[src/rtl/intersection_controller.sv]
// Two-approach intersection sequencer (north-south / east-west).
// One phase FSM owns right-of-way for both heads, adds actuated protected-left
// phases and an emergency pre-emption that clears through yellow and all-red.
//
// Ports:
//   clock          system clock, rising edge
//   reset_n        asynchronous active-low reset
//   emergency      level pre-emption request
//   left_req_ns    NS left-turn sensor (level)
//   left_req_ew    EW left-turn sensor (level)
//   ns_out         NS head {left, green, yellow, red}
//   ew_out         EW head, same encoding
//   phase          current state code
//   emergency_ack  high while in ESTOP
module intersection_controller #(
  parameter int unsigned LEFT_T   = 5,
  parameter int unsigned GREEN_T  = 10,
  parameter int unsigned YEL_T    = 3,
  parameter int unsigned ALLRED_T = 2,
  parameter int unsigned CW       = 5
) (
  input  logic       clock,
  input  logic       reset_n,
  input  logic       emergency,
  input  logic       left_req_ns,
  input  logic       left_req_ew,
  output logic [3:0] ns_out,
  output logic [3:0] ew_out,
  output logic [3:0] phase,
  output logic       emergency_ack
);

  localparam logic [3:0] HEAD_LEFT  = 4'b1001;
  localparam logic [3:0] HEAD_GREEN = 4'b0100;
  localparam logic [3:0] HEAD_YEL   = 4'b0010;
  localparam logic [3:0] HEAD_RED   = 4'b0001;

  typedef enum logic [3:0] {
    S_ALLRED   = 4'd0,
    S_NS_LEFT  = 4'd1,
    S_NS_GREEN = 4'd2,
    S_NS_YEL   = 4'd3,
    S_EW_LEFT  = 4'd4,
    S_EW_GREEN = 4'd5,
    S_EW_YEL   = 4'd6,
    S_ESTOP    = 4'd7
  } state_t;

  state_t        state_q, state_d;
  logic [CW-1:0] cnt_q, cnt_d;
  logic          served_q, served_d;
  logic          pend_ns_q, pend_ns_d;
  logic          pend_ew_q, pend_ew_d;
  logic [3:0]    ns_d, ew_d;
  logic          ack_d;
  logic          phase_end;

  // Final counter value of each timed phase.
  function automatic logic [CW-1:0] last_cnt(input state_t s);
    case (s)
      S_NS_LEFT,  S_EW_LEFT:  last_cnt = CW'(LEFT_T - 1);
      S_NS_GREEN, S_EW_GREEN: last_cnt = CW'(GREEN_T - 1);
      S_NS_YEL,   S_EW_YEL:   last_cnt = CW'(YEL_T - 1);
      S_ALLRED:               last_cnt = CW'(ALLRED_T - 1);
      default:                last_cnt = '0;
    endcase
  endfunction

  // State, counter, bookkeeping and registered head outputs.
  always_ff @(posedge clock or negedge reset_n) begin
    if (!reset_n) begin
      state_q       <= S_ALLRED;
      cnt_q         <= '0;
      served_q      <= 1'b1;
      pend_ns_q     <= 1'b0;
      pend_ew_q     <= 1'b0;
      ns_out        <= HEAD_RED;
      ew_out        <= HEAD_RED;
      emergency_ack <= 1'b0;
    end else begin
      state_q       <= state_d;
      cnt_q         <= cnt_d;
      served_q      <= served_d;
      pend_ns_q     <= pend_ns_d;
      pend_ew_q     <= pend_ew_d;
      ns_out        <= ns_d;
      ew_out        <= ew_d;
      emergency_ack <= ack_d;
    end
  end

  assign phase = state_q;

  // Next-state, counter, request latching and head decode of the next state.
  always_comb begin
    state_d   = state_q;
    served_d  = served_q;
    pend_ns_d = pend_ns_q | left_req_ns;
    pend_ew_d = pend_ew_q | left_req_ew;
    phase_end = (cnt_q == last_cnt(state_q));
    cnt_d     = phase_end ? '0 : cnt_q + CW'(1);
    ns_d      = HEAD_RED;
    ew_d      = HEAD_RED;
    ack_d     = 1'b0;

    case (state_q)
      S_ALLRED: begin
        if (emergency) begin
          state_d = S_ESTOP;
          cnt_d   = '0;
        end else if (phase_end) begin
          // Hand right-of-way to the approach not served last.
          served_d = ~served_q;
          if (served_q) state_d = pend_ns_q ? S_NS_LEFT : S_NS_GREEN;
          else          state_d = pend_ew_q ? S_EW_LEFT : S_EW_GREEN;
        end
      end
      S_NS_LEFT, S_NS_GREEN: begin
        if (emergency) begin
          state_d = S_NS_YEL;
          cnt_d   = '0;
        end else if (phase_end) begin
          state_d = (state_q == S_NS_LEFT) ? S_NS_GREEN : S_NS_YEL;
        end
      end
      S_EW_LEFT, S_EW_GREEN: begin
        if (emergency) begin
          state_d = S_EW_YEL;
          cnt_d   = '0;
        end else if (phase_end) begin
          state_d = (state_q == S_EW_LEFT) ? S_EW_GREEN : S_EW_YEL;
        end
      end
      S_NS_YEL, S_EW_YEL: begin
        // Yellow always completes; emergency at its end decides the exit.
        if (phase_end) state_d = emergency ? S_ESTOP : S_ALLRED;
      end
      S_ESTOP: begin
        cnt_d = '0;
        if (!emergency) state_d = S_ALLRED;
      end
      default: begin
        state_d = S_ALLRED;
        cnt_d   = '0;
      end
    endcase

    // A latched left request is consumed when its left phase starts.
    if (state_d == S_NS_LEFT && state_q != S_NS_LEFT) pend_ns_d = 1'b0;
    if (state_d == S_EW_LEFT && state_q != S_EW_LEFT) pend_ew_d = 1'b0;

    case (state_d)
      S_NS_LEFT:  ns_d = HEAD_LEFT;
      S_NS_GREEN: ns_d = HEAD_GREEN;
      S_NS_YEL:   ns_d = HEAD_YEL;
      S_EW_LEFT:  ew_d = HEAD_LEFT;
      S_EW_GREEN: ew_d = HEAD_GREEN;
      S_EW_YEL:   ew_d = HEAD_YEL;
      default: begin
        ns_d = HEAD_RED;
        ew_d = HEAD_RED;
      end
    endcase
    ack_d = (state_d == S_ESTOP);
  end

endmodule

[config.mk]
export PLATFORM = sky130hd
export DESIGN_NAME = intersection_controller
export DESIGN_NICKNAME = d
export VERILOG_FILES = /design/src/rtl/intersection_controller.sv
export SDC_FILE = /design/constraint.sdc
export NUM_CORES = 1
export LEC_CHECK = 0
export CORE_ASPECT_RATIO = 0.8
export CORE_MARGIN = 2
export CORE_UTILIZATION = 50
export CTS_CLUSTER_SIZE = 25
export DETAILED_ROUTE_END_ITERATION = 10
export PLACE_DENSITY_LB_ADDON = 0.05
export SYNTH_ARGS = -nofsm -noshare
export SYNTH_HDL_FRONTEND = slang
export SYNTH_SLANG_ARGS = --single-unit
[constraint.sdc]
create_clock -name clock -period 4.6 [get_ports clock]
set_input_delay 0.92 -clock clock [delete_from_list [all_inputs] [get_ports clock]]
set_output_delay 0.92 -clock clock [all_outputs]
set_load 0.05 [all_outputs]
==> out/results.env <==
SYN_INST=127
SLOWEST_STAGE='clkdlybuf4s50_1'
DPL.HPWL_UM=1740
RR_WORST_DEPTH=7
GRT_MAX_DEGREE=22
REG_TO_REG_END='pend_ew_q'
IO-PIN-COUNT=18
CLOCKROOTBUFFER='clkbuf_4'
YS_SEQ_ELEMENTS=21
TIMING.FINAL.CRIT_SHARE_PCT=65.6
WORST-ENDPOINT-ARRIVAL_NS=3.23
FILLER_CELL_COUNT=192
TIMING.CRITICAL_PATH.SLOWEST_CELL_DELAY_NS=0.57
FLOORPLAN.DIE.HEIGHT_UM=48.1
WORSTSETUPPATHTYPE='primary input to register'
WORSTPATHCELLLIST='clkdlybuf4s50_1, inv_1, a21oi_1, o21ai_0, a311o_1, a221o_1, nand2_2, nand2_1, o32a_1'
GRT_PASS1_WL_UM=3960
LEAKAGEPOWER_nW=0.610
TRITONCTS='yes'
COUNT_OF_PLACED_STANDARD_CELLS_IN_THE_FINAL_LAYOUT_FILLERS_LEFT_OUT=166
REMAINING_DRC_ERRORS=0
GROUTE.USAGE.OVERALL_PCT=19.7
FINISH.UTILIZATION_PCT=62.5
SYN_TO_FINAL_GROWTH_PCT=15.1
CTS_SETUP_BUFFERS=0
SYNTH-WARNING-COUNT=0
FIN_SKEW_NS=0.00644
HOLD_PATH_CLASS='register to register'
SYNTHDOMINANTAREACELLTYPE='dfrtp_1'
SETUP_VIOLATIONS=0
CTS.CLK_SLEW.WORST_PATHS_NS=0.12
SYNTH.CELL_AREA_MM2=0.00121
NUMBER_OF_FLOPS_MAPPED_TO_ENABLE_CELLS_BY_YOSYS=0
SYNTH_CELL_TYPE_COUNT=44
SYNTH_SEQUENTIAL_AREA_RATIO_PCT=43.6
CRIT_PATH_MAX_FANOUT=7
SYNTHFLOPTYPE='dfrtp_1'
FIRST_GLOBAL_VIAS=873
SETUP_REPAIR_AFTER_GLOBAL_ROUTING_MISSED_ITS_MARGIN='false'
CRIT_PATH_END_KIND='register'
GLOBAL_ROUTE.USAGE.MET3_PCT=5.41
RUN_STATUS='finished, final reports clean'
RRSETUPSLACK_NS=1.78
GRT_ANTENNA_BEFORE_REPAIR=0
INITIAL_UTILIZATION_PCT=54.3
PWR_DENSITY_CELL_mW_PER_MM2=646
NUMCTSBUFFERS=3
MAX-CLOCK-PATH-BUFFERS=2
FINISH.NET_COUNT=148
FINALHOLDVIOLATIONS=0
WORST_HOLD_PATH.NUM_CELLS=2
ROUTED_WL_UM=2460
POSTROUTEANTENNANETS=0
HOLD_PATH_END='served_q'
WORSTREG2REGSTART='phase[2]'
NUMPORTBUFFERS=17
CLOCK-SINKS=21
ROUTED-VIA-COUNT=990
GR-MAX-USAGE-LAYER='met2'
MAX_CAP_VIOL_COUNT=0
TIMING.FINAL.MAX_SLEW_VIOLATIONS=0
WORST-ENDPOINT-REQUIRED_NS=4.82
POST_ROUTE_CELLS_DRIVE_ABOVE_1_SHARE_PCT=13.5
YOSYS.AREA.TOP_TYPE_SHARE_PCT=37.1
WORSTMARGINPINSLEW_NS=0.921
GLOBALROUTEMET2UTIL_PCT=30.0
CLOCK_TREE.HTREE_LEVEL_COUNT=1
DRT-VIAS-PER-INSTANCE=5.96
FIRST_ITER_VIOLATIONS=42
DR.PASS1.ITERS=4
POST_CTS_RESIZED=0
ROUTABILITYCONGESTION=0.817
SOURCE_TO_SINK_CLOCK_DELAY_AT_THE_LATER_PIN_OF_THE_WORST_SKEW_PAIR_NS=0.32
PLACEMENT_ROWS=15
HOLDCRITSTARTPOINT='served_q'
ANTENNADIODECOUNT=0
WORSTSETUPSTARTPOINTTYPE='primary input'
FINALSETUPTNS_NS=0
RELSLEWSLACK_PCT=38.4
VDD_IR_DROP_MAX_uV=267
PLACE.DETAILED.INSTANCES=162
GRTUSAGEMET1_PCT=27.1
SYN_NETS=133
FP.DIEW_UM=59.1
PLACEABLE_CORE_REGION_MM2=0.00223
FINALCRITICALPERIOD_NS=3.02
DIEAREA_MM2=0.00284
ASYNC_RESET_FF_SHARE_PCT=100
POST_SYNTH_MAIN_AREA_CONTRIBUTORS='dfrtp_1 (37%), dfstp_2 (6.5%), nor2_1 (5.6%)'
DETAIL_ROUTE.WL_PER_CELL_UM=14.8
GRT-OVFL-TOTAL=0
CTS_HOLD_BUFFERS=0
SYN-MEAN-INSTANCE-AREA_UM2=9.56
TIMING.FMAX_GHz=0.331
## sequential cells by signal, summed over array words and instances (netlist names)
name and cells:
emergency_ack 1, served_q 1, cnt_q 5, pend_ns_q 1
phase 4, ew_out 4, ns_out 4, pend_ew_q 1
## Yosys cell counts (2+ instances only)
library cell  number
a211o_1            2
a21oi_1            6
a31oi_1            3
and3_1             4
buf_2              2
buf_6              2
dfrtp_1           18
dfstp_2            3
inv_1              9
nand2_1            8
nand3_1            4
nor2_1            18
nor2b_1            4
nor3_1             2
nor3b_2            2
o211ai_1           2
o21ai_0            8
xnor2_1            4
## layer usage
metal / vias up / share of wire [%]
li1: 474 / -
met1: 486 / 49
met2: 25 / 44
met3: 5 / 5.0
met4: 0 / 1.3
met5: - / 0
## worst max path at each step
stage               startpoint        end  slack (ns)  depth (start not counted)
floorplan             phase[2]  pend_ew_q        1.88                          8
global placement     emergency  pend_ew_q        1.36                          9
detailed placement   emergency  pend_ew_q        1.25                          9
CTS                  emergency  pend_ew_q        1.59                          9
global route         emergency  pend_ew_q        1.42                          9
finish               emergency  pend_ew_q        1.58                          9
## final cells by class
type                       instances  area, um^2  share of cell area, %
clock buffer                       3        22.5                   1.61
timing repair buffer              17         170                   12.2
multi-input combinational         90         602                   43.1
sequential                        21         529                   37.9
clock inverter                     1        7.51                  0.538
tap                               25        31.3                   2.24
inverter                           9        33.8                   2.42
## critical path: cells and delay by family
family / cells / cell delay (ns)
and+or+nand+nor: 2 / 0.23
buffers and inverters: 2 / 0.73
AOI/OAI and AO/OA: 5 / 1.36
## cells by family after synthesis
logic type / share of synthesized area, %
other: 0.309
buffers and inverters: 6.80
adders and majority gates: 1.03
xor gates and xnor gates: 4.95
and+or+nand+nor: 22.2
DFF: 43.6
AOI/OAI and AO/OA: 19.1
muxes: 2.06
## cells in the final DEF, fill, tap and decap left out, types with 2 or more instances in the layout
cell type,instances
inv_1,9
nand2_1,8
nor3_1,2
clkbuf_4,3
nand3_1,4
o21ai_0,8
a21oi_1,6
o211ai_1,2
nor2b_1,4
dfrtp_1,18
nor3b_2,2
and3_1,4
clkdlybuf4s50_1,17
dfstp_2,3
xnor2_1,4
nor2_1,18
a31oi_1,3
a211o_1,2
## power by group
part           switching, mW  internal [mW]
logic                  0.313          0.182
registers             0.0745          0.239
clock network         0.0588         0.0333
total                  0.447          0.455
## per-stage QoR
step | worst slack, ns | power, mW | hold WS (ns) | area, um^2
after floorplan | 1.88 | 0.695 | 0.471 | 1210
after global placement | 1.36 | 0.801 | 0.513 | 1370
after detailed placement | 1.25 | 0.811 | 0.514 | 1370
after CTS | 1.59 | 0.907 | 0.537 | 1400
after global routing | 1.42 | 0.961 | 0.573 | 1400
final | 1.58 | 0.902 | 0.536 | 1400
(Power assumes the default switching activity.)
==> RTL edit: new RTL, same settings <==
Set the parameter `CW` to 10 (it was 5).
--- a/src/rtl/intersection_controller.sv
+++ b/src/rtl/intersection_controller.sv
@@ -19,3 +19,3 @@
   parameter int unsigned ALLRED_T = 2,
-  parameter int unsigned CW       = 5
+  parameter int unsigned CW       = 10
 ) (
Function: no difference found for any inputs over 10 cycles, from zero or initial values and one cycle with reset_n low; that may be too few to reach the edited logic, so the function may still have changed.
==> RTL edit against the unedited design <==
  * Clock power up 21%
  * Critical path type is now register to primary output
  * Final cell count up 22%
  * Combinational power up 14%
  * Area after synthesis up 14%
  * Power up 16%
  * Register-to-register slack better by 150 ps
  * First-iteration DRC count rose to 3.4 times the old value
  * Largest cell class unchanged
  * Routed wire length up 16%
  * Final area up 16%
  * Worst setup slack better by 150 ps
  * Sequential cell count up 5
  * Worst hold slack better by 11 ps
  * Core utilization down 2.8 points
==> RTL edit: results (changes against the unedited design) <==
| Metric | Value |
|---|---|
| Utilization after layout | `59.75% (-2.8 points)` |
| Cell Area, Placed | `0.001578 mm2 (+15%)` |
| Iteration-0 DRC Markers | `144 (+240%)` |
| Critical Path AT | `1950 ps (-1280 ps)` |
| Pin count of the biggest net entering global routing | `27 (+23%)` |
| Post-synth top flop | `dfrtp_1` |
| Wire length per cell | `14.14 um (-4.6%)` |
| Worst-path fanout max | `20 (+13)` |
| Adder-cell share of the synthesized area | `0.9025% (-0.13 points)` |
| Routed vias/inst | `5.332 (-11%)` |
| Maximum vdd drop | `0.3915 mV (+47%)` |
| CP max stage cell | `clkdlybuf4s50_1` |
| CP peak stage delay | `920 ps (+350 ps)` |
| Vias in the first global route | `1,044 (+20%)` |
| Async SR Flop Fraction | `100.0% (unchanged)` |
| First-pass GRT wire length | `4933 um (+25%)` |
| Max reg flops | `10 (+5)` |
| Post-CTS setup buffer count | `0 (unchanged)` |
| Synth cell count leaders | `nor2_1, dfrtp_1, nand2_1` |
| HPWL after DPL | `2019 um (+16%)` |
| Compound-Gate Fraction of Synth Area | `10.29% (-8.8 points)` |
| Register area share after synthesis | `47.20% (+3.6 points)` |
| Root buffer cell | `clkbuf_4` |
| Buffers on Ports | `17 (unchanged)` |
| Syn Nets | `155 (+17%)` |
| Synth area leaders | `dfrtp_1, nor2_1, dfstp_2` |
| Ant diodes | `0 (unchanged)` |
| Clock skew | `4.255 ps (-2.186 ps)` |
| Routability cong. | `0.9562 (+17%)` |
| Distinct cell type count after synthesis | `36 (-18%)` |
| Routed WL | `2857 um (+16%)` |
| DRT Pass-1 Iters | `4 (unchanged)` |
| Status | `finished, final reports clean` |
| Post-Synth XOR/XNOR Area | `8.213% (+3.3 points)` |
| Gr usage total | `20.27% (+0.54 points)` |
| # fillers | `250 (+30%)` |
| Share of cells above drive strength 1 | `8.537% (-4.9 points)` |
| DRC violations left | `0 (unchanged)` |
| Max_slew headroom | `24.93% (-14 points)` |
| Final #Nets | `171 (+16%)` |
| Mux contribution to synthesized area | `3.520% (+1.5 points)` |
| Post-Syn Instances | `149 (+17%)` |
| Cell family with most CP delay | `buffers and inverters` |
| Leakage | `0.6884 nW (+13%)` |
| Pre-CTS setup slack | `1637 ps (+383.0 ps)` |
| Dpl cells | `198 (+22%)` |
| Synthesis Warnings | `0 (unchanged)` |
| PostCTS Resize Cnt | `0 (unchanged)` |
| Largest register by flop count | `cnt_q` |
| Clk slew on worst S/H paths | `130 ps` |
-- RTL edit: changes by cell type after synthesis, sizes merged, moves of 3 or more --
cell | unedited run | this run
nand3 | 4 | 7
nor3 | 2 | 6
inv | 9 | 5
nor2b | 4 | 1
a21oi | 7 | 11
xor2 | 2 | 9
nand2 | 10 | 13
dfrtp | 18 | 23
nor2 | 18 | 24
-- RTL edit: final timing paths --
check / start / slack, ps / to / depth (start not counted)
min: pend_ew_q / 550 / pend_ew_q / 1
max in group asynchronous: reset_n / 2740 / cnt_q[9] / 1
min in group asynchronous: reset_n / 1190 / ns_out[1] / 1
max: phase[2] / 1730 / phase[2] / 1
max reg2reg: phase[2] / 1930 / pend_ew_q / 7
min reg2reg: pend_ew_q / 550 / pend_ew_q / 1
-- RTL edit: per-layer routing --
layer	global-route usage (%)	routed length, um	up-vias
met5	0	0	-
met4	7.778	20	0
met3	3.084	88	4
met2	29.96	1257	21
met1	30.16	1491	516
li1	-	-	536
-- RTL edit: cell type report --
type                       instances  share of cell area (%)
clock buffer                       4                   2.248
multi-input combinational        112                   42.56
tap                               38                   2.946
timing repair buffer              17                   10.54
inverter                           5                   1.163
sequential                        26                   40.54
-- RTL edit: power by group --
group          internal (mW)  switching (mW)
Combinational          0.204           0.360
Clock                 0.0483          0.0631
Sequential             0.290          0.0762
-- RTL edit: cells by family (layout without fill, tap and decap cells) --
kind of cell,Yosys count,count (layout)
xor gates and xnor gates,13,13
other,1,1
DFF,26,26
muxes,4,4
AOI/OAI and AO/OA,25,25
adders and majority gates,1,1
and+or+nand+nor,68,68
buffers and inverters,11,26
